**config.mk**
```make
export PLATFORM = sky130hd
export DESIGN_NAME = control_unit_flat
export DESIGN_NICKNAME = d
export VERILOG_FILES = /design/src/rtl/control_unit_if.sv /design/src/rtl/control_unit.sv /design/src/flat_wrapper.sv
export SDC_FILE = /design/constraint.sdc
export NUM_CORES = 1
export LEC_CHECK = 0
export BUFFER_PORTS_ARGS = -buffer_cell sky130_fd_sc_hd__buf_4
export CAP_MARGIN = 20
export CORE_AREA = 2 2 39 41
export DETAILED_ROUTE_END_ITERATION = 7
export DIE_AREA = 0 0 41 43
export GPL_TIMING_DRIVEN = 0
export PLACE_DENSITY = 0.77
export SYNTH_ARGS = -nofsm -noshare
export SYNTH_HDL_FRONTEND = slang
export SYNTH_SLANG_ARGS = --single-unit
```
**constraint.sdc**
```tcl
create_clock -name CLK -period 3.1 [get_ports CLK]
set_input_delay 0.155 -clock CLK [delete_from_list [all_inputs] [get_ports CLK]]
set_output_delay 0.155 -clock CLK [all_outputs]
set_load 0.05 [all_outputs]
```
**src/rtl/control_unit_if.sv**
```systemverilog
`timescale 1ns/1ps
`default_nettype none
// +----------------------------------------------------------------------+
// | Module   : control_unit_if                                            |
// | Brief    : Instruction/status inputs and datapath strobes between    |
// |            the datapath (master) and the control unit (slave).       |
// | Revision : 1.0 - initial release                                     |
// +----------------------------------------------------------------------+
interface control_unit_if;
  logic [4:0] OPCODE;
  logic [2:0] STATUS_SEL;
  logic [7:0] STATUS;
  logic [3:0] ALU_OPERATION;
  logic       INC_PROGCOUNT;
  logic       CLR_PROGCOUNT;
  logic       WRITE_PROGCOUNT;
  logic       READ_PROGCOUNT;
  logic       WRITE_INSTREG;
  logic       WRITE_REGS;
  logic       USE_IMMEDIATE;
  logic       USE_DISPLACEMENT;
  logic       WRITE_MEM;
  logic       READ_MEM;
  logic       WRITE_MEMADDR;
  logic       WRITE_STATREG;
  logic       CLR_STATBIT;
  logic       SET_STATBIT;
  logic       PRESET_STACKPTR;
  logic       INC_STACKPTR;
  logic       DEC_STACKPTR;
  logic       READ_STACKPTR;
  logic       HALTED;

  // Datapath side: supplies the instruction fields and status, consumes strobes
  modport master (
    output OPCODE, STATUS_SEL, STATUS,
    input  ALU_OPERATION, INC_PROGCOUNT, CLR_PROGCOUNT, WRITE_PROGCOUNT,
           READ_PROGCOUNT, WRITE_INSTREG, WRITE_REGS, USE_IMMEDIATE,
           USE_DISPLACEMENT, WRITE_MEM, READ_MEM, WRITE_MEMADDR, WRITE_STATREG,
           CLR_STATBIT, SET_STATBIT, PRESET_STACKPTR, INC_STACKPTR,
           DEC_STACKPTR, READ_STACKPTR, HALTED
  );

  // Control unit side
  modport slave (
    input  OPCODE, STATUS_SEL, STATUS,
    output ALU_OPERATION, INC_PROGCOUNT, CLR_PROGCOUNT, WRITE_PROGCOUNT,
           READ_PROGCOUNT, WRITE_INSTREG, WRITE_REGS, USE_IMMEDIATE,
           USE_DISPLACEMENT, WRITE_MEM, READ_MEM, WRITE_MEMADDR, WRITE_STATREG,
           CLR_STATBIT, SET_STATBIT, PRESET_STACKPTR, INC_STACKPTR,
           DEC_STACKPTR, READ_STACKPTR, HALTED
  );
endinterface
`default_nettype wire

```
**src/rtl/control_unit.sv**
```systemverilog
`timescale 1ns/1ps
`default_nettype none
// +----------------------------------------------------------------------+
// | Module   : control_unit                                               |
// | Brief    : Instruction sequencer: INIT, FETCH, EX1..EX3, HALT.        |
// |            Strobes are decoded from the current step and OPCODE.     |
// |            Define YASAC_STACK_EN to enable CALL/RET/PUSH/POP; when   |
// |            undefined those opcodes run as NOP and the stack-pointer  |
// |            strobes are tied low.                                     |
// | Revision : 1.0 - initial release                                     |
// +----------------------------------------------------------------------+
module control_unit (
  input  logic          CLK,
  input  logic          RESET,
  control_unit_if.slave bus
);

  typedef enum logic [2:0] {
    S_INIT  = 3'd0,
    S_FETCH = 3'd1,
    S_EX1   = 3'd2,
    S_EX2   = 3'd3,
    S_EX3   = 3'd4,
    S_HALT  = 3'd5
  } state_t;

  localparam logic [4:0] c_OP_HALT = 5'b00001;
  localparam logic [4:0] c_OP_LDI  = 5'b00010;
  localparam logic [4:0] c_OP_LD   = 5'b00011;
  localparam logic [4:0] c_OP_ST   = 5'b00100;
  localparam logic [4:0] c_OP_JMP  = 5'b00101;
  localparam logic [4:0] c_OP_BRS  = 5'b00110;
  localparam logic [4:0] c_OP_BRC  = 5'b00111;
  localparam logic [4:0] c_OP_CLRB = 5'b01000;
  localparam logic [4:0] c_OP_SETB = 5'b01001;
  localparam logic [4:0] c_OP_ALU  = 5'b1????;
`ifdef YASAC_STACK_EN
  localparam logic [4:0] c_OP_CALL = 5'b01010;
  localparam logic [4:0] c_OP_RET  = 5'b01011;
  localparam logic [4:0] c_OP_PUSH = 5'b01100;
  localparam logic [4:0] c_OP_POP  = 5'b01101;
`endif

  state_t r_state;

  // Step sequencer; multi-cycle instructions walk EX2/EX3 before refetching
  always_ff @(posedge CLK or posedge RESET) begin
    if (RESET) begin
      r_state <= S_INIT;
    end else begin
      case (r_state)
        S_INIT:  r_state <= S_FETCH;
        S_FETCH: r_state <= S_EX1;
        S_EX1: begin
          case (bus.OPCODE)
            c_OP_HALT:        r_state <= S_HALT;
            c_OP_LD, c_OP_ST: r_state <= S_EX2;
`ifdef YASAC_STACK_EN
            c_OP_CALL, c_OP_RET, c_OP_PUSH, c_OP_POP: r_state <= S_EX2;
`endif
            default:          r_state <= S_FETCH;
          endcase
        end
        S_EX2: begin
          case (bus.OPCODE)
`ifdef YASAC_STACK_EN
            c_OP_CALL, c_OP_RET, c_OP_POP: r_state <= S_EX3;
`endif
            default: r_state <= S_FETCH;
          endcase
        end
        S_EX3:   r_state <= S_FETCH;
        S_HALT:  r_state <= S_HALT;
        default: r_state <= S_INIT;
      endcase
    end
  end

  // Strobe decode. OPCODE comes straight from the instruction register,
  // which is loaded on the FETCH edge, so EX1 must decode it combinationally.
  always_comb begin
    bus.ALU_OPERATION    = 4'h0;
    bus.INC_PROGCOUNT    = 1'b0;
    bus.CLR_PROGCOUNT    = 1'b0;
    bus.WRITE_PROGCOUNT  = 1'b0;
    bus.READ_PROGCOUNT   = 1'b0;
    bus.WRITE_INSTREG    = 1'b0;
    bus.WRITE_REGS       = 1'b0;
    bus.USE_IMMEDIATE    = 1'b0;
    bus.USE_DISPLACEMENT = 1'b0;
    bus.WRITE_MEM        = 1'b0;
    bus.READ_MEM         = 1'b0;
    bus.WRITE_MEMADDR    = 1'b0;
    bus.WRITE_STATREG    = 1'b0;
    bus.CLR_STATBIT      = 1'b0;
    bus.SET_STATBIT      = 1'b0;
    bus.PRESET_STACKPTR  = 1'b0;
    bus.HALTED           = 1'b0;
`ifdef YASAC_STACK_EN
    bus.INC_STACKPTR     = 1'b0;
    bus.DEC_STACKPTR     = 1'b0;
    bus.READ_STACKPTR    = 1'b0;
`endif
    case (r_state)
      S_INIT: begin
        bus.CLR_PROGCOUNT   = 1'b1;
        bus.PRESET_STACKPTR = 1'b1;
      end
      S_FETCH: begin
        bus.WRITE_INSTREG = 1'b1;
        bus.INC_PROGCOUNT = 1'b1;
      end
      S_EX1: begin
        casez (bus.OPCODE)
          c_OP_LDI: begin
            bus.USE_IMMEDIATE = 1'b1;
            bus.WRITE_REGS    = 1'b1;
          end
          c_OP_LD, c_OP_ST: begin
            bus.USE_DISPLACEMENT = 1'b1;
            bus.ALU_OPERATION    = 4'h1;
            bus.WRITE_MEMADDR    = 1'b1;
          end
          c_OP_JMP: begin
            bus.USE_IMMEDIATE   = 1'b1;
            bus.WRITE_PROGCOUNT = 1'b1;
          end
          c_OP_BRS, c_OP_BRC: begin
            // BRS jumps on a set bit, BRC on a clear bit
            if (bus.STATUS[bus.STATUS_SEL] == (bus.OPCODE == c_OP_BRS)) begin
              bus.USE_IMMEDIATE   = 1'b1;
              bus.WRITE_PROGCOUNT = 1'b1;
            end
          end
          c_OP_CLRB: bus.CLR_STATBIT = 1'b1;
          c_OP_SETB: bus.SET_STATBIT = 1'b1;
          c_OP_ALU: begin
            bus.ALU_OPERATION = bus.OPCODE[3:0];
            bus.WRITE_REGS    = 1'b1;
            bus.WRITE_STATREG = 1'b1;
          end
`ifdef YASAC_STACK_EN
          c_OP_CALL, c_OP_PUSH: begin
            bus.READ_STACKPTR = 1'b1;
            bus.WRITE_MEMADDR = 1'b1;
          end
          c_OP_RET, c_OP_POP: bus.INC_STACKPTR = 1'b1;
`endif
          default: ;
        endcase
      end
      S_EX2: begin
        case (bus.OPCODE)
          c_OP_LD: begin
            bus.READ_MEM   = 1'b1;
            bus.WRITE_REGS = 1'b1;
          end
          c_OP_ST: begin
            bus.ALU_OPERATION = 4'h2;
            bus.WRITE_MEM     = 1'b1;
          end
`ifdef YASAC_STACK_EN
          c_OP_CALL: begin
            bus.READ_PROGCOUNT = 1'b1;
            bus.WRITE_MEM      = 1'b1;
            bus.DEC_STACKPTR   = 1'b1;
          end
          c_OP_PUSH: begin
            bus.ALU_OPERATION = 4'h2;
            bus.WRITE_MEM     = 1'b1;
            bus.DEC_STACKPTR  = 1'b1;
          end
          c_OP_RET, c_OP_POP: begin
            bus.READ_STACKPTR = 1'b1;
            bus.WRITE_MEMADDR = 1'b1;
          end
`endif
          default: ;
        endcase
      end
      S_EX3: begin
`ifdef YASAC_STACK_EN
        case (bus.OPCODE)
          c_OP_CALL: begin
            bus.USE_IMMEDIATE   = 1'b1;
            bus.WRITE_PROGCOUNT = 1'b1;
          end
          c_OP_RET: begin
            bus.READ_MEM        = 1'b1;
            bus.WRITE_PROGCOUNT = 1'b1;
          end
          c_OP_POP: begin
            bus.READ_MEM   = 1'b1;
            bus.WRITE_REGS = 1'b1;
          end
          default: ;
        endcase
`endif
      end
      S_HALT:  bus.HALTED = 1'b1;
      default: ;
    endcase
  end

`ifndef YASAC_STACK_EN
  // Stack hardware absent: pointer strobes are held inactive
  assign bus.INC_STACKPTR  = 1'b0;
  assign bus.DEC_STACKPTR  = 1'b0;
  assign bus.READ_STACKPTR = 1'b0;
`endif

endmodule
`default_nettype wire

```
**src/flat_wrapper.sv**
```systemverilog
// flat-port wrapper written by rule: the top's interface ports become plain ports
module control_unit_flat 
  (CLK, RESET, bus_OPCODE, bus_STATUS_SEL, bus_STATUS, bus_ALU_OPERATION, bus_INC_PROGCOUNT, bus_CLR_PROGCOUNT, bus_WRITE_PROGCOUNT, bus_READ_PROGCOUNT, bus_WRITE_INSTREG, bus_WRITE_REGS, bus_USE_IMMEDIATE, bus_USE_DISPLACEMENT, bus_WRITE_MEM, bus_READ_MEM, bus_WRITE_MEMADDR, bus_WRITE_STATREG, bus_CLR_STATBIT, bus_SET_STATBIT, bus_PRESET_STACKPTR, bus_INC_STACKPTR, bus_DEC_STACKPTR, bus_READ_STACKPTR, bus_HALTED);
  control_unit_if bus_i ();
  input  logic CLK;
  input  logic RESET;
  input wire logic [$bits(bus_i.OPCODE)-1:0] bus_OPCODE;
  input wire logic [$bits(bus_i.STATUS_SEL)-1:0] bus_STATUS_SEL;
  input wire logic [$bits(bus_i.STATUS)-1:0] bus_STATUS;
  output wire logic [$bits(bus_i.ALU_OPERATION)-1:0] bus_ALU_OPERATION;
  output wire logic [$bits(bus_i.INC_PROGCOUNT)-1:0] bus_INC_PROGCOUNT;
  output wire logic [$bits(bus_i.CLR_PROGCOUNT)-1:0] bus_CLR_PROGCOUNT;
  output wire logic [$bits(bus_i.WRITE_PROGCOUNT)-1:0] bus_WRITE_PROGCOUNT;
  output wire logic [$bits(bus_i.READ_PROGCOUNT)-1:0] bus_READ_PROGCOUNT;
  output wire logic [$bits(bus_i.WRITE_INSTREG)-1:0] bus_WRITE_INSTREG;
  output wire logic [$bits(bus_i.WRITE_REGS)-1:0] bus_WRITE_REGS;
  output wire logic [$bits(bus_i.USE_IMMEDIATE)-1:0] bus_USE_IMMEDIATE;
  output wire logic [$bits(bus_i.USE_DISPLACEMENT)-1:0] bus_USE_DISPLACEMENT;
  output wire logic [$bits(bus_i.WRITE_MEM)-1:0] bus_WRITE_MEM;
  output wire logic [$bits(bus_i.READ_MEM)-1:0] bus_READ_MEM;
  output wire logic [$bits(bus_i.WRITE_MEMADDR)-1:0] bus_WRITE_MEMADDR;
  output wire logic [$bits(bus_i.WRITE_STATREG)-1:0] bus_WRITE_STATREG;
  output wire logic [$bits(bus_i.CLR_STATBIT)-1:0] bus_CLR_STATBIT;
  output wire logic [$bits(bus_i.SET_STATBIT)-1:0] bus_SET_STATBIT;
  output wire logic [$bits(bus_i.PRESET_STACKPTR)-1:0] bus_PRESET_STACKPTR;
  output wire logic [$bits(bus_i.INC_STACKPTR)-1:0] bus_INC_STACKPTR;
  output wire logic [$bits(bus_i.DEC_STACKPTR)-1:0] bus_DEC_STACKPTR;
  output wire logic [$bits(bus_i.READ_STACKPTR)-1:0] bus_READ_STACKPTR;
  output wire logic [$bits(bus_i.HALTED)-1:0] bus_HALTED;
  assign bus_i.OPCODE = bus_OPCODE;
  assign bus_i.STATUS_SEL = bus_STATUS_SEL;
  assign bus_i.STATUS = bus_STATUS;
  assign bus_ALU_OPERATION = bus_i.ALU_OPERATION;
  assign bus_INC_PROGCOUNT = bus_i.INC_PROGCOUNT;
  assign bus_CLR_PROGCOUNT = bus_i.CLR_PROGCOUNT;
  assign bus_WRITE_PROGCOUNT = bus_i.WRITE_PROGCOUNT;
  assign bus_READ_PROGCOUNT = bus_i.READ_PROGCOUNT;
  assign bus_WRITE_INSTREG = bus_i.WRITE_INSTREG;
  assign bus_WRITE_REGS = bus_i.WRITE_REGS;
  assign bus_USE_IMMEDIATE = bus_i.USE_IMMEDIATE;
  assign bus_USE_DISPLACEMENT = bus_i.USE_DISPLACEMENT;
  assign bus_WRITE_MEM = bus_i.WRITE_MEM;
  assign bus_READ_MEM = bus_i.READ_MEM;
  assign bus_WRITE_MEMADDR = bus_i.WRITE_MEMADDR;
  assign bus_WRITE_STATREG = bus_i.WRITE_STATREG;
  assign bus_CLR_STATBIT = bus_i.CLR_STATBIT;
  assign bus_SET_STATBIT = bus_i.SET_STATBIT;
  assign bus_PRESET_STACKPTR = bus_i.PRESET_STACKPTR;
  assign bus_INC_STACKPTR = bus_i.INC_STACKPTR;
  assign bus_DEC_STACKPTR = bus_i.DEC_STACKPTR;
  assign bus_READ_STACKPTR = bus_i.READ_STACKPTR;
  assign bus_HALTED = bus_i.HALTED;
  control_unit u_core (.CLK(CLK), .RESET(RESET), .bus(bus_i));
endmodule
```
# After elaboration in Yosys (flattened, before gate mapping)
# Index checks and enable logic that the tools add are counted.
[totals]
reg_bits = 3
elab_cells = 52
output_inout_bits = 23
in_bits = 18
[op_classes]
order_cmp = 1
n_reduce_logical = 6
eq_ne = 15
mux = 29
[op_table]
columns = ["operator", "count"]
rows = [
  ["$eq A5 B3 Y1 const B", 4],
  ["$mux W1", 20],
  ["$pmux W4 S2", 2],
  ["$pmux W3 S4", 1],
  ["$eq A5 B2 Y1 const B", 2],
  ["$eq A5 B4 Y1 const B", 2],
  ["$reduce_or A2 Y1", 4],
  ["$eq A3 B2 Y1 const B", 2],
  ["$eq A3 B3 Y1 const B", 2],
  ["$pmux W1 S2", 3],
  ["$pmux W3 S2", 1],
  ["$eq A5 B1 Y1 const B", 1],
  ["$lt A3 B4 Y1 const B", 1],
  ["$bmux W1 S3", 1],
  ["$eq A3 B1 Y1 const B", 1],
  ["$logic_not A3 Y1", 1],
  ["$reduce_or A3 Y1", 1],
  ["$mux W2", 1],
  ["$eq A1 B1 Y1", 1],
]

# Longest topological paths before layout
# Gate-level depths: netlist of run 1.
[depth]
word_depth = 6
depth_mapped = 5
mapped_depth_nobuf = 4

# Worst setup path after synthesis of run 1
# OpenSTA, ideal clock, no wires.
[synth_path]
path_kind = "register -> output"
from = "reg u_core.r_state[1]"
to = "out bus_WRITE_INSTREG"
stages_incl_launch_ff = 3
arrival_time_ns = 2.118
t_required_ns = 2.945
slack_ns = 0.827
path_buffers = 1
cell_sequence = "dfrtp_1 > nor3b_1 > buf_4"
[synth_via]
elab_chain_len = 2
[synth_lines]
columns = ["element", "line_no", "rtl"]
rows = [
  ["start, declared", "control_unit.sv:44", "state_t r_state;"],
  ["start signal, assigned", "control_unit.sv:49", "r_state <= S_INIT;"],
  ["start signal, assigned", "control_unit.sv:52", "S_INIT: r_state <= S_FETCH;"],
  ["start signal, assigned", "control_unit.sv:53", "S_FETCH: r_state <= S_EX1;"],
  ["$eq A3 B1 Y1", "-", ""],
  ["$mux W1", "-", ""],
  ["end, declared", "flat_wrapper.sv:15", "output wire logic [$bits(bus_i.WRITE_INSTREG)-1:0] bus_WRITE_INSTREG;"],
]
# Every way passes these cells.

# Final worst setup path of run 1
[layout_path]
from = "reg u_core.r_state[2]"
to = "out bus_ALU_OPERATION[0]"
[layout_via]
elab_chain_len = 2
word_cells_on_any_way = 3
classes_between = "eq/ne: 2; mux: 1"
[layout_lines]
columns = ["element", "line_no", "rtl"]
rows = [
  ["$eq A3 B2 Y1", "control_unit.sv:104", "case (r_state)"],
  ["$pmux W4 S2 *", "control_unit.sv:104", ""],
  ["end, declared", "flat_wrapper.sv:10", "output wire logic [$bits(bus_i.ALU_OPERATION)-1:0] bus_ALU_OPERATION;"],
]
# Mark *: on every way between the ends. The rest lies on a longest branch, timed or not.

==> results of run 1 <==
-- worst max-delay path: stages (launching register included) --
cell      delay (ps)
dfrtp_1          430
and2b_2          270
nand3b_1         150
a21oi_1          300
a31o_2           160
buf_4            190
-- layout by cell type (no fill, tap or decap), drive strengths merged, types with 2 or more instances in the layout --
master	netlist	layout
a21oi	5	5
and2	2	2
buf	9	45
clkbuf	0	4
conb	1	4
dfrtp	3	3
inv	2	2
mux4	2	2
nand2	5	5
nand2b	2	2
nand3b	3	3
nor2	6	6
nor3	2	2
o21ai	2	2
or2	2	2
-- kinds of logic after synthesis --
group,Yosys count
flops,3
other cells,1
buf+inv,11
mux,3
compound gates,12
simple gates,30
-- area by class of cell --
type                       count  area, um2  area share [%]
multi-input combinational     49        345            41.8
timing repair buffer          37        280            33.9
tap                           16       20.0            2.42
buffer                         9       71.3            8.64
clock buffer                   4       26.3            3.18
inverter                       2       7.51           0.909
sequential                     3       75.1            9.09
-- metrics by stage --
| step | util [%] | setup WS [ps] | instances |
|---|---|---|---|
| after detailed placement | 57.1 | 1440 | 115 |
| after floorplan | - | 827 | 63 |
| after CTS | 59.7 | 1220 | 120 |
| after global routing | 59.7 | 1110 | 120 |
| after global placement | 57.1 | 1460 | 115 |
| final | 59.7 | 1220 | 120 |
-- final timing paths --
path,cells past startpoint,endpoint
min in group CLK,3,u_core.r_state[2]
worst max register to register,4,u_core.r_state[2]
max in group asynchronous,3,u_core.r_state[1]
worst max-delay path,5,bus_ALU_OPERATION[0]
worst min register to register,1,u_core.r_state[0]
worst min-delay path,3,u_core.r_state[0]
-- timing repair --
item                      4_1_cts  5_1_grt
setup buffers                   0        0
gates resized for setup         0        0
hold buffers                    1        0
hold endpoints to repair        3        0
-- metal layers --
metal	routed length (um)	share of wire [%]
met4	0	0
met1	494	41
met2	630	52
met5	0	0
met3	80	6.6
-- where the power goes --
part           switching, mW  internal, mW
Clock                 0.0186        0.0481
Combinational         0.0527        0.0430
Sequential           0.00192        0.0412
Total                 0.0732         0.132
==> impl_metrics.py, run 1 <==
metrics = {
    "run_status": {
        "status": "complete, no violations",
    },
    "logic_synthesis": {
        "async_flop_share_pct": 100,
        "syn_inst": 60,
        "ys_seq_area_share_pct": 15.4,
        "synth_edf_count": 0,
        "ys_top_cells_by_area": "dfrtp_1, buf_4, mux4_1",
        "netlist_area_um2": 488,
        "synth_seq_cells": 3,
        "synth.top_cell.area_share_pct": 15.4,
        "synthSimpleGateAreaFrac_pct": 34.6,
        "synth_xor_area_share_pct": 0,
        "synthAdderAreaFrac_pct": 0,
        "ys_top_cells_by_count": "buf_4, nor2_1, nand2_1, a21oi_1",
        "synth_flop_cell": "dfrtp_1",
        "synth_cell_types": 31,
        "synth_mux_area_share_pct": 15.4,
        "synthMostInstantiatedCell": "buf_4",
        "synth_top_family_by_area": "simple AND/OR/NAND/NOR gates",
        "yosysWarnings": 0,
        "avgSynthCellArea_um2": 8.13,
        "yosysTopAreaCell": "dfrtp_1",
        "synth_compound_area_share_pct": 17.7,
    },
    "placed_design": {
        "place_area_um2": 790,
        "hpwl_um": 995,
        "place.gp.congestion": 0.798,
        "port_buffers": 36,
    },
    "global_routing": {
        "grt_use_met1_pct": 21.6,
        "grt_pass1_vias": 514,
        "grt_pass1_wl_um": 2040,
        "grtUsageTotal_pct": 15.7,
        "use_met2_pct": 26.3,
        "use_met3_pct": 0,
        "grt_max_degree": 11,
        "antenna_found_initial": 0,
        "grt_overflow": 0,
        "grt_most_used_layer": "met2",
    },
    "route": {
        "wirelength_um": 1200,
        "drt-initial-drc-count": 2,
        "wire_per_inst_um": 10.0,
        "vias": 545,
        "dr.pass1.iters": 2,
        "viasPerCell": 4.54,
        "detail-route-antenna-nets": 0,
        "drc_errors": 0,
    },
    "die": {
        "initial_core_util_pct": 35.3,
        "die_w_um": 41,
        "die-height_um": 43,
        "io_pins": 41,
        "die_area_mm2": 0.00176,
        "fp.coreArea_mm2": 0.00138,
        "num_rows": 14,
    },
    "power_and_ir_drop": {
        "p_total_mw": 0.206,
        "p_leak_nw": 0.420,
        "powerDensity_mw_per_mm2": 249,
        "vdd_drop_max_v": 0.000154,
    },
    "timing": {
        "tns_ps": 0,
        "setup-violations-final": 0,
        "hold_viol": 0,
        "min_period_ps": 1880,
        "post-route-period-util_pct": 60.7,
        "slew_violations": 0,
        "grt_setup_unrepaired": "no",
        "skew_ps": 1.33,
        "fmax_mhz": 532,
        "whs_ps": 361,
    },
    "cts": {
        "clock_latency_ps": 230,
        "cts_sinks": 3,
        "cts_tree": "done",
        "h-tree-depth": 1,
        "clock-root-buffer": "clkbuf_4",
        "cts-buffers-inserted": 3,
        "clk_pin_slew_ps": 40,
        "clock_path_buffers": 2,
    },
    "finish": {
        "nets": 123,
        "largest_register": "u_core.r_state",
        "largest_register_ff_count": 3,
        "fillers": 137,
        "area_delta_synth_final_pct": 69.2,
        "antenna_cells": 0,
        "reg_top3": "u_core.r_state x3",
        "fin_area_um2": 826,
        "drive_gt1_share_pct": 52.9,
    },
    "worst_setup_path": {
        "critPathKind": "register to primary output",
        "r2r_start": "u_core.r_state[2]",
        "cp.required_ps": 2940,
        "startpoint": "u_core.r_state[2]",
        "crit_fanout": 7,
        "endpoint_kind": "primary output",
        "start_kind": "register",
        "r2r_slack_ps": 1640,
        "critical_path_arrival_ps": 1730,
    },
    "min_path": {
        "min_path_type": "input port to asynchronous set/reset pin",
    },
    "job": {
        "maxCapViolCount": 0,
    },
}
Power figures use the tool's default switching activity.
==> run 2, diff against run 1 <==
Settings changed: CORE_AREA 2 2 39 41 to not set, CORE_MARGIN set to 2, CORE_UTILIZATION set to 33, DIE_AREA 0 0 41 43 to not set, PLACE_DENSITY 0.77 to 0.73.
Clock period 3.1 ns to 1.72 ns, I/O delays scaled along.
==> run 2 against run 1 <==
Compared with the run above: highest routed layer unchanged; first-iteration DRC count rose to 8.5 times the previous value; final area rose by 7.0%; largest power group unchanged; worst setup slack got worse by 1100 ps; die area rose by 2.2%; non-clock buffer count rose by 1; critical endpoint is now bus_WRITE_MEMADDR; core utilization rose by 6.6 points; via count rose by 6.2%; clock power rose by 92%; sequential power rose by 83%; clock-buffer cell count did not move; clock skew rose by 3.2 ps.
==> impl_metrics.py, run 2 (synthesized netlist as in run 1, its figures left out) <==
metrics = {
    "route": {
        "viasPerCell": 4.83,
        "wirelength_um": 1350,
        "wire_per_inst_um": 11.2,
        "drt-initial-drc-count": 17,
        "detail-route-antenna-nets": 0,
        "vias": 579,
        "dr.pass1.iters": 4,
        "drc_errors": 0,
    },
    "worst_setup_path": {
        "critPathKind": "register to primary output",
        "cp.required_ps": 1630,
        "crit_slowest_cell": "dfrtp_2",
        "crit_fanout": 7,
        "path_cells": "and2b_2 > nand3b_1 > a21oi_4 > buf_4 > buf_4",
        "critical_path_arrival_ps": 1560,
        "start_kind": "register",
        "cp_top_family": "flip-flops",
        "crit_top_cell": "buf_4",
        "cpPeakStageDelay_ps": 440,
        "critical_path_buf_inv_count": 2,
        "endpoint_kind": "primary output",
    },
    "timing": {
        "tns_ps": 0,
        "hold_viol": 0,
        "min_period_ps": 1650,
        "fmax_mhz": 606,
        "slew_violations": 0,
        "post-route-period-util_pct": 95.9,
        "grt_setup_unrepaired": "no",
        "skew_ps": 4.52,
        "setup-violations-final": 0,
    },
    "cts": {
        "clk_pin_slew_ps": 40,
        "cts_tree": "done",
        "h-tree-depth": 1,
        "cts-buffers-inserted": 3,
        "clock_path_buffers": 2,
        "clock-root-buffer": "clkbuf_4",
        "cts_sinks": 3,
        "clock_latency_ps": 230,
    },
    "die": {
        "die-height_um": 42.5,
        "io_pins": 41,
        "fp.coreArea_mm2": 0.00133,
        "die_w_um": 42.5,
        "num_rows": 13,
        "die_area_mm2": 0.00180,
        "initial_core_util_pct": 36.6,
    },
    "power_and_ir_drop": {
        "powerDensity_mw_per_mm2": 438,
        "vdd_drop_max_v": 0.000257,
        "p_leak_nw": 0.426,
        "p_total_mw": 0.387,
        "power.switching_mw": 0.146,
        "seq_power_share_pct": 20.3,
        "swShare_pct": 37.7,
        "clkPwrFrac_pct": 33.1,
        "combPwrFrac_pct": 46.6,
        "p_int_mw": 0.241,
    },
    "global_routing": {
        "grt_max_degree": 11,
        "grt_pass1_wl_um": 2130,
        "grt_pass1_vias": 521,
        "antenna_found_initial": 0,
        "grt_overflow": 0,
        "grtUsageTotal_pct": 15.1,
    },
    "min_path": {
        "min_path_type": "input port to asynchronous set/reset pin",
    },
    "finish": {
        "largest_register_ff_count": 3,
        "reg_top3": "u_core.r_state x3",
        "antenna_cells": 0,
        "largest_register": "u_core.r_state",
        "nets": 124,
        "final_cell_mix": "buf_4, nand2_1, nor2_1, conb_1",
        "drive_gt1_share_pct": 61.9,
        "final_common_cell": "buf_4",
        "fillers": 120,
        "area_delta_synth_final_pct": 81.0,
    },
    "placed_design": {
        "port_buffers": 36,
        "place.gp.congestion": 0.708,
        "hpwl_um": 1060,
    },
    "job": {
        "maxCapViolCount": 0,
    },
    "run_status": {
        "status": "complete, no violations",
    },
}
-- run 2: cell types whose count changed in the layout (fill, tap and decap cells not counted), sizes merged --
cell  delta
buf      +1
-- run 2: per-stage QoR --
step	area, um2	std cells	hold slack [ps]	setup slack [ps]	utilization (%)
after global routing	883	120	300	2.20	66.2
after CTS	877	120	272	49.9	65.8
final	883	120	279	70.5	66.2
after floorplan	544	63	-160	88.4	-
after detailed placement	833	114	-35.1	214	62.5
after global placement	833	114	-37.4	219	62.5
-- run 2: path summary, 6_finish.rpt --
path,startpoint,endpoint,slack (ps),cells past startpoint
setup reg to reg,u_core.r_state[2],u_core.r_state[2],160,5
hold reg to reg,u_core.r_state[2],u_core.r_state[0],540,1
hold / removal,RESET,u_core.r_state[1],280,3
max in group asynchronous,RESET,u_core.r_state[2],1290,3
setup / recovery,u_core.r_state[2],bus_WRITE_MEMADDR,70,5
min in group CLK,bus_OPCODE[2],u_core.r_state[2],300,3
-- run 2: area by class of cell --
type / count / area, um2 / area share [%]
Buffer: 9 / 71.3 / 8.07
Clock buffer: 4 / 26.3 / 2.97
Inverter: 2 / 7.51 / 0.850
Multi-Input combinational cell: 49 / 390 / 44.2
Sequential cell: 3 / 77.6 / 8.78
Tap cell: 15 / 18.8 / 2.12
Timing Repair Buffer: 38 / 292 / 33.0
-- run 2: metal layers --
metal | GRT usage [%] | wire length (um) | up-vias | part of all wire (%)
met2 | 28.6 | 726 | 25 | 54
met4 | 5.63 | 0 | 0 | 0
li1 | - | - | 295 | -
met5 | 0 | 0 | - | 0
met3 | 2.16 | 114 | 0 | 8.5
met1 | 16.7 | 506 | 259 | 38
-- run 2: repair_timing --
| item | 4_1_cts | 5_1_grt |
|---|---|---|
| hold buffers | 1 | 0 |
| gates resized for setup | 0 | 3 |
| buffers inserted | 1 | 0 |
| hold endpoints to repair | 3 | 0 |
| setup endpoints to repair | 2 | 3 |
-- run 2: power by group through the flow --
stage	registers, mW	logic (mW)	clock network, mW
final	0.0787	0.180	0.128
after global routing	0.0795	0.190	0.137
after CTS	0.0784	0.180	0.126
after detailed placement	0.0793	0.177	0
after global placement	0.0793	0.175	0
after floorplan	0.0783	0.121	0
-- run 2: worst register-to-register path, stage by stage (launching register included) --
cell and delay [ps]:
dfrtp_2 440, and2b_2 260, nand3b_1 150, buf_4 180
a2111oi_0 320, or2_1 150
==> run 3, diff against run 2 <==
Settings changed: ABC_AREA set to 1.
==> run 3 against run 2 <==
Compared with the run above: area after synthesis rose by 1.8%; first-iteration DRC count decreased by 35%; synthesized cell count is 52% higher; critical path type unchanged; highest routed layer is now met4.
==> impl_metrics.py, run 3 <==
metrics = {
    "route": {
        "wire_per_inst_um": 9.07,
        "drc_errors": 0,
        "top_layer": "met4",
        "dr_wl_met2_um": 649,
        "vias": 663,
        "wl_met3_um": 96,
        "m1WireLength_um": 606,
        "drt-initial-drc-count": 11,
        "detail-route-antenna-nets": 0,
        "viasPerCell": 4.42,
        "dr.pass1.iters": 4,
        "wirelength_um": 1360,
    },
    "logic_synthesis": {
        "synthMostInstantiatedCell": "nand2_1",
        "async_flop_share_pct": 100,
        "syn_inst": 91,
        "ys_top_cells_by_count": "nand2_1, inv_1, nand3_1, nor2_1, buf_4",
        "synth_seq_cells": 3,
        "synth.top_cell.area_share_pct": 16.6,
        "ys_top_cells_by_area": "nand2_1, dfrtp_1, inv_1",
        "yosysTopAreaCell": "nand2_1",
        "ys_seq_area_share_pct": 15.1,
        "synth_cell_types": 18,
        "synth_flop_cell": "dfrtp_1",
        "avgSynthCellArea_um2": 5.46,
        "synth_edf_count": 0,
        "yosysWarnings": 0,
        "netlist_area_um2": 497,
    },
    "die": {
        "initial_core_util_pct": 36.8,
        "die_area_mm2": 0.00183,
        "fp.coreArea_mm2": 0.00135,
        "io_pins": 41,
        "die-height_um": 42.8,
        "num_rows": 13,
        "die_w_um": 42.8,
    },
    "power_and_ir_drop": {
        "clkPwrFrac_pct": 32.8,
        "p_total_mw": 0.373,
        "powerDensity_mw_per_mm2": 436,
        "seq_power_share_pct": 21.2,
        "p_leak_nw": 0.521,
        "p_int_mw": 0.228,
        "vdd_drop_max_v": 0.000406,
        "combPwrFrac_pct": 46.0,
        "swShare_pct": 38.8,
        "power.switching_mw": 0.145,
    },
    "cts": {
        "clk_pin_slew_ps": 40,
        "clock_latency_ps": 230,
        "clock_path_buffers": 2,
        "clock-root-buffer": "clkbuf_4",
        "cts_resized": 0,
        "cts_sinks": 3,
        "h-tree-depth": 1,
        "cts_tree": "done",
        "cts-buffers-inserted": 3,
    },
    "timing": {
        "slew_violations": 0,
        "hold_viol": 0,
        "skew_ps": 0.480,
        "fmax_mhz": 643,
        "min_period_ps": 1560,
        "grt_setup_unrepaired": "no",
        "setup-violations-final": 0,
        "post-route-period-util_pct": 90.5,
    },
    "finish": {
        "area_delta_synth_final_pct": 72.0,
        "final_cell_mix": "buf_4, nand2_1, inv_1",
        "fin_area_um2": 855,
        "largest_register": "u_core.r_state",
        "reg_top3": "u_core.r_state x3",
        "fin_cells": 150,
        "antenna_cells": 0,
        "final_common_cell": "buf_4",
        "final_core_util_pct": 63.3,
        "nets": 154,
        "drive_gt1_share_pct": 43.7,
        "largest_register_ff_count": 3,
    },
    "global_routing": {
        "grt_pass1_vias": 609,
        "grt_max_degree": 7,
        "grt_pass1_wl_um": 2430,
        "grt_overflow": 0,
        "grtUsageTotal_pct": 16.1,
        "antenna_found_initial": 0,
    },
    "worst_setup_path": {
        "worst_r2r_path_depth": 5,
        "cp.required_ps": 1630,
        "critPathKind": "register to primary output",
        "r2r_slack_ps": 650,
        "critical_path_arrival_ps": 1470,
        "crit_fanout": 6,
        "start_kind": "register",
        "endpoint_kind": "primary output",
    },
    "placed_design": {
        "place.gp.congestion": 0.745,
        "port_buffers": 36,
        "dp_cells": 145,
        "place_area_um2": 818,
        "hpwl_um": 1200,
    },
    "job": {
        "maxCapViolCount": 0,
    },
    "min_path": {
        "hold_path_depth": 3,
        "min_path_type": "input port to register",
    },
    "run_status": {
        "status": "complete, no violations",
    },
}
## run 3: cell count changes after synthesis, sizes merged, moves of 2 or more
| cell | before | now |
|---|---|---|
| a21oi | 5 | 1 |
| nand3b | 3 | 0 |
| and2 | 2 | 0 |
| nand2b | 2 | 0 |
| nor3 | 2 | 5 |
| nand2 | 5 | 22 |
| inv | 2 | 23 |
| buf | 9 | 7 |
| nand3 | 1 | 13 |
| mux4 | 2 | 0 |
| or2 | 2 | 0 |
| nor2 | 6 | 11 |
## run 3: worst max-delay path, stage by stage (launching register included)
cell     delay [ps]
dfrtp_1         410
inv_2            80
nand3_4         130
nor2_1           80
or3_1           340
buf_4           200
## run 3: timing repair
item | in CTS | in global routing
setup buffers | 0 | 0
hold buffers | 1 | 0
hold endpoints to repair | 3 | 0
## run 3: path summary, 6_finish.rpt
check / to / from
max in group asynchronous: u_core.r_state[1] / RESET
max: bus_WRITE_REGS / u_core.r_state[2]
max reg2reg: u_core.r_state[1] / u_core.r_state[0]
min in group asynchronous: u_core.r_state[0] / RESET
min reg2reg: u_core.r_state[0] / u_core.r_state[2]
min: u_core.r_state[2] / bus_OPCODE[2]
## run 3: logic make-up after synthesis
logic type | synth area share [%]
simple gates | 49.6
other cells | 0.755
buf+inv | 28.0
flops | 15.1
compound gates | 6.55
## run 3: final cells by class
class	count	area (um2)
inverter	23	86.3
buffer	7	52.6
clock buffer	4	26.3
sequential	3	75.1
tap	15	18.8
timing repair buffer	37	280
fill	133	495
multi-input combinational	61	315
## run 3: power by group through the flow
stage	registers (mW)	clock network, mW	logic, mW
6_report	0.0791	0.122	0.172
5_1_grt	0.0801	0.130	0.186
4_1_cts	0.0791	0.124	0.172
3_5_place_dp	0.0799	0	0.170
3_3_place_gp	0.0799	0	0.168
2_1_floorplan	0.0793	0	0.112
## run 3: per-layer routing
metal | GRT usage [%] | vias up
li1 | - | 356
met1 | 21.9 | 281
met2 | 26.4 | 24
met3 | 2.98 | 2
met4 | 3.13 | 0
met5 | 0 | -
## run 3: stage by stage
stage / setup WS (ps) / hold slack [ps] / setup TNS [ps]
finish: 164 / 274 / 0
global route: 61.8 / 294 / 0
CTS: 158 / 273 / 0
detailed placement: 404 / -29.7 / 0
global placement: 408 / -40.3 / 0
floorplan: -342 / -160 / -513
